$ cat src/rtl/mbscore_mem_arb_pkg.sv
// Shared core constants for the memory arbiter: bus width, starvation limit, FSM encoding.
// Also holds the fetch/data arbitration decision so the policy lives in one place.
package mbscore_mem_arb_pkg;

   localparam int MBSCORE_DATA_WIDTH   = 32;
   localparam int MBSCORE_STARVE_LIMIT = 4;

   typedef enum logic [1:0] {
      ST_IDLE   = 2'd0,
      ST_IF_ACC = 2'd1,
      ST_D_ACC  = 2'd2,
      ST_RESP   = 2'd3
   } arb_state_e;

   // Data normally wins; fetch wins only when unopposed or when it has been starved.
   function automatic logic fetch_wins(input logic if_ok, input logic d_req, input logic force_if);
      return if_ok && (!d_req || force_if);
   endfunction

endpackage

$ cat src/rtl/mbscore_arb_starve_cnt.sv
// Counts data grants made while a fetch waits; force_if flags that fetch must win next.
// One cycle from grant to updated count; STARVE_LIMIT must be at least 1.
module mbscore_arb_starve_cnt
   import mbscore_mem_arb_pkg::*;
#(
   parameter int STARVE_LIMIT = MBSCORE_STARVE_LIMIT
) (
   input  logic clk,
   input  logic rst_n,
   input  logic grant_d,
   input  logic grant_if,
   input  logic if_pending,
   output logic force_if
);

   localparam int              CW    = $clog2(STARVE_LIMIT + 1);
   localparam logic [CW-1:0]   LIMIT = CW'(STARVE_LIMIT);

   logic [CW-1:0] cnt_q;
   logic [CW-1:0] cnt_d;

   always_comb begin
      cnt_d = cnt_q;
      if (grant_if || !if_pending) begin
         cnt_d = '0;
      end else if (grant_d && (cnt_q != LIMIT)) begin
         cnt_d = cnt_q + CW'(1);
      end
   end

   always_ff @(posedge clk) begin
      if (!rst_n) begin
         cnt_q <= '0;
      end else begin
         cnt_q <= cnt_d;
      end
   end

   assign force_if = (cnt_q == LIMIT);

endmodule

$ cat src/rtl/mbscore_mem_arb.sv
// Single-port memory arbiter between instruction fetch and data access, one access in flight.
// Strobe 1 cycle after grant, ack 1 cycle after mem_ready; requesters stall by holding their request.
module mbscore_mem_arb
   import mbscore_mem_arb_pkg::*;
#(
   parameter int DATA_WIDTH   = MBSCORE_DATA_WIDTH,
   parameter int STARVE_LIMIT = MBSCORE_STARVE_LIMIT
) (
   input  logic                  clk,
   input  logic                  rst_n,
   input  logic                  if_re,
   input  logic [DATA_WIDTH-1:0] if_addr,
   output logic [DATA_WIDTH-1:0] if_rdata,
   output logic                  if_ack,
   input  logic                  hlt,
   input  logic                  d_re,
   input  logic                  d_we,
   input  logic [DATA_WIDTH-1:0] d_addr,
   input  logic [DATA_WIDTH-1:0] d_wdata,
   output logic [DATA_WIDTH-1:0] d_rdata,
   output logic                  d_ack,
   output logic                  mem_re,
   output logic                  mem_we,
   output logic [DATA_WIDTH-1:0] mem_addr,
   output logic [DATA_WIDTH-1:0] mem_wdata,
   input  logic [DATA_WIDTH-1:0] mem_rdata,
   input  logic                  mem_ready
);

   arb_state_e            state_q, state_d;
   logic [DATA_WIDTH-1:0] addr_q, addr_d;
   logic [DATA_WIDTH-1:0] wdata_q, wdata_d;
   logic [DATA_WIDTH-1:0] if_rdata_q, if_rdata_d;
   logic [DATA_WIDTH-1:0] d_rdata_q, d_rdata_d;
   logic                  mem_re_q, mem_re_d;
   logic                  mem_we_q, mem_we_d;
   logic                  if_ack_q, if_ack_d;
   logic                  d_ack_q, d_ack_d;

   logic grant_if;
   logic grant_d;
   logic force_if;
   logic d_req;
   logic if_ok;

   assign d_req = d_re | d_we;
   assign if_ok = if_re & ~hlt;

   mbscore_arb_starve_cnt #(
      .STARVE_LIMIT (STARVE_LIMIT)
   ) u_starve_cnt (
      .clk        (clk),
      .rst_n      (rst_n),
      .grant_d    (grant_d),
      .grant_if   (grant_if),
      .if_pending (if_re),
      .force_if   (force_if)
   );

   always_comb begin
      state_d    = state_q;
      addr_d     = addr_q;
      wdata_d    = wdata_q;
      if_rdata_d = if_rdata_q;
      d_rdata_d  = d_rdata_q;
      mem_re_d   = mem_re_q;
      mem_we_d   = mem_we_q;
      if_ack_d   = 1'b0;
      d_ack_d    = 1'b0;
      grant_if   = 1'b0;
      grant_d    = 1'b0;

      case (state_q)
         ST_IDLE: begin
            if (fetch_wins(if_ok, d_req, force_if)) begin
               grant_if = 1'b1;
               state_d  = ST_IF_ACC;
               addr_d   = if_addr;
               wdata_d  = '0;
               mem_re_d = 1'b1;
               mem_we_d = 1'b0;
            end else if (d_req) begin
               // A simultaneous read and write request is executed as a write.
               grant_d  = 1'b1;
               state_d  = ST_D_ACC;
               addr_d   = d_addr;
               wdata_d  = d_we ? d_wdata : '0;
               mem_re_d = ~d_we;
               mem_we_d = d_we;
            end
         end

         ST_IF_ACC: begin
            if (mem_ready) begin
               if_rdata_d = mem_rdata;
               mem_re_d   = 1'b0;
               mem_we_d   = 1'b0;
               if_ack_d   = 1'b1;
               state_d    = ST_RESP;
            end
         end

         ST_D_ACC: begin
            if (mem_ready) begin
               d_rdata_d = mem_rdata;
               mem_re_d  = 1'b0;
               mem_we_d  = 1'b0;
               d_ack_d   = 1'b1;
               state_d   = ST_RESP;
            end
         end

         ST_RESP: begin
            state_d = ST_IDLE;
         end

         default: begin
            state_d  = ST_IDLE;
            mem_re_d = 1'b0;
            mem_we_d = 1'b0;
         end
      endcase
   end

   always_ff @(posedge clk) begin
      if (!rst_n) begin
         state_q    <= ST_IDLE;
         addr_q     <= '0;
         wdata_q    <= '0;
         if_rdata_q <= '0;
         d_rdata_q  <= '0;
         mem_re_q   <= 1'b0;
         mem_we_q   <= 1'b0;
         if_ack_q   <= 1'b0;
         d_ack_q    <= 1'b0;
      end else begin
         state_q    <= state_d;
         addr_q     <= addr_d;
         wdata_q    <= wdata_d;
         if_rdata_q <= if_rdata_d;
         d_rdata_q  <= d_rdata_d;
         mem_re_q   <= mem_re_d;
         mem_we_q   <= mem_we_d;
         if_ack_q   <= if_ack_d;
         d_ack_q    <= d_ack_d;
      end
   end

   assign if_rdata  = if_rdata_q;
   assign if_ack    = if_ack_q;
   assign d_rdata   = d_rdata_q;
   assign d_ack     = d_ack_q;
   assign mem_re    = mem_re_q;
   assign mem_we    = mem_we_q;
   assign mem_addr  = addr_q;
   assign mem_wdata = wdata_q;

endmodule

$ cat config.mk
export PLATFORM = sky130hd
export DESIGN_NAME = mbscore_mem_arb
export DESIGN_NICKNAME = d
export VERILOG_FILES = /design/src/rtl/mbscore_mem_arb_pkg.sv /design/src/rtl/mbscore_arb_starve_cnt.sv /design/src/rtl/mbscore_mem_arb.sv
export SDC_FILE = /design/constraint.sdc
export NUM_CORES = 1
export LEC_CHECK = 0
export ABC_AREA = 1
export ABC_CLOCK_PERIOD_IN_PS = 2910
export BUFFER_PORTS_ARGS = -buffer_cell sky130_fd_sc_hd__buf_4
export CAP_MARGIN = 20
export CORE_MARGIN = 2
export CORE_UTILIZATION = 50
export CTS_CLUSTER_SIZE = 8
export DETAILED_ROUTE_END_ITERATION = 8
export PLACE_DENSITY_LB_ADDON = 0.15
export SLEW_MARGIN = 20
export SYNTH_ARGS = -nofsm -noshare
export SYNTH_HDL_FRONTEND = slang
export SYNTH_SLANG_ARGS = --single-unit
$ cat constraint.sdc
create_clock -name clk -period 2.91 [get_ports clk]
set_clock_uncertainty 0.1 [all_clocks]
set_input_delay 0.582 -clock clk [delete_from_list [all_inputs] [get_ports clk]]
set_output_delay 0.582 -clock clk [all_outputs]
set_load 0.03 [all_outputs]
==> results.tsv <==
metric	value	unit
status	complete, no violations	
fmax	0.4949	GHz
hpwlAfterDp	10.86	mm
clkPwrFrac	0.275	
synth_cell_types	17	
sequentialPowerShare	0.326	
die_w	109.5	um
power_frac_comb	0.399	
yosys_warnings	0	
final_core_util	0.7574	
critPathLaunchType	register	
dp_cells	1142	
avgSynthCellArea	7.147	um^2
grt_max_degree	71	
drive_above_1_share	0.3059	
placed_area	0.007610	mm^2
hold_viol_final	0	
holdWs	0.2143	ns
core	0.01084	mm^2
final_cell_mix	buf_4, nor2_1, dfxtp_1, nand3_1, o21ai_0	
drt-initial-drc-count	410	
slew_viol_final	0	
syn_area	0.005568	mm^2
pin_count	267	
p_per_area	963.9	mW/mm^2
grt_usage	0.2608	
hold_buffers	0	
ys_seq_area_frac	0.4926	
die_area	0.01200	mm^2
final_area	0.008210	mm^2
crit_required	3.26	ns
insertion_delay	0.52	ns
cts_setup_buffers	0	
route.detailed.drc	0	
rsz0062_at_grt	no	
grt_pass1_vias	5257	
clockBufferDepth	2	
viasPerCell	5.026	
drt_wl_total	15.95	mm
wl_per_cell	13.59	um
worstPathCellList	inv_1, ha_1, inv_1, a21oi_4, buf_4, o21ai_0, a21oi_1	
dp_slack	0.7740	ns
max_stage_delay	0.51	ns
syn2layout_area_growth	47.46	%
antenna_left	0	
synth_seq_cells	137	
clk_pin_slew	0.06	ns
drt-pass1-iter-count	5	
htree_num_levels	4	
p_int	4.833	mW
initial_core_util	0.5136	
ctsRootBufferMaster	clkbuf_8	
drv_cap	0	
cts_num_sinks	137	
final.setup.worst_slack	0.8894	ns
period_needed	2.021	ns
p_total	7.914	mW
worst_pin_slew	0.5760	ns
die_y	109.5	um
nets	1162	
cp_common_cell	inv_1	
slew_headroom	0.6160	
worstPathArrival	2.37	ns
nFillCells	902	
critPathKind	reg -> reg	
cts_resized	0	
vias	5896	
antenna_cells	0	
instances_no_fill	1173	
hold_class	in -> reg	
final_common_cell	buf_4	
cp-end-kind	register	
synthCells	779	
numCtsBuffers	17	
tns	0	ns
setup_viol	0	
synth_fp_nets	920	
num_rows	38	
cts_tree	done	
p_sw	3.081	mW
swShare	0.3894	
fin_crit_sh	0.6944	
grt_pass1_wl	24.59	mm
leakage	4.081	nW
grt_remaining_overflow	0	
portBuffers	266	
place_congestion	0.8211	
ir_drop	0.5727	mV
critPathMaxFanout	70	
crit_slowest_cell	buf_4	
antenna_found_initial	0	
==> cells by family (layout without fill, tap and decap cells) <==
logic type               Yosys count  count (layout)  share of synthesized area
AO/OA/AOI/OAI                    136             136                     0.1243
adder cells (fa/ha/maj)            6               6                    0.01348
buffers and inverters            105             359                    0.07933
flip-flops                       137             137                     0.4926
AND/OR/NAND/NOR                  395             395                     0.2903
==> critical path: cells and delay by family, from the launching register on <==
kind	cells	cell delay (ns)
AO/OA/AOI/OAI	3	0.52
adder cells (fa/ha/maj)	1	0.25
buffers and inverters	3	0.76
flip-flops	1	0.31
==> power by group through the flow <==
stage	Sequential [mW]	Combinational [mW]	Clock, mW
6_report	2.58	3.16	2.17
5_1_grt	2.63	3.46	2.29
4_1_cts	2.58	3.17	2.20
3_5_place_dp	2.61	3.16	0
3_3_place_gp	2.61	3.11	0
2_1_floorplan	3.48	1.17	0
==> final cells by class <==
| class | count | area (um^2) | share of cell area |
|---|---|---|---|
| flip-flops and latches | 137 | 2743 | 0.3340 |
| clock inverters | 11 | 145.1 | 0.01768 |
| multi-input cells | 537 | 2397 | 0.2920 |
| repair buffers | 280 | 2115 | 0.2575 |
| well taps | 140 | 175.2 | 0.02133 |
| clock buffers | 20 | 455.4 | 0.05547 |
| inverters | 48 | 180.2 | 0.02194 |
==> worst paths after layout <==
path                    startpoint               endpoint  slack [ns]  cells after the start
max                     state_q[1]           mem_wdata[0]        0.89                      7
min                  mem_rdata[18]           if_rdata[18]        0.21                      3
max reg2reg             state_q[1]           mem_wdata[0]        0.89                      7
min reg2reg  u_starve_cnt.cnt_q[2]  u_starve_cnt.cnt_q[2]        0.37                      2
==> sequential cells by signal, indices dropped and copies added, names as in the netlist <==
signal              count
mem_wdata              32
state_q                 2
if_rdata               32
u_starve_cnt.cnt_q      3
if_ack                  1
mem_re                  1
d_rdata                32
d_ack                   1
mem_addr               32
mem_we                  1
==> layer usage <==
metal | GRT usage | share of wire
met1 | 0.3085 | 0.40
met2 | 0.4321 | 0.48
met3 | 0.09010 | 0.091
met4 | 0.1058 | 0.031
met5 | 0 | 0
==> synthesized netlist by cell type <==
master,number,share of area
clkbuf_1,36,0.024
or2_2,1,0.0011
nor2_1,204,0.14
ha_1,6,0.013
inv_2,1,0.00067
o21ai_0,96,0.086
dfxtp_1,137,0.49
clkinv_1,1,0.00067
buf_6,1,0.0020
o21ai_4,1,0.0029
inv_1,46,0.031
nand2_1,87,0.059
a21oi_1,39,0.035
nand3b_1,1,0.0013
buf_4,6,0.0081
nand3_1,102,0.092
buf_2,14,0.013
Power figures use the tool's default switching activity.
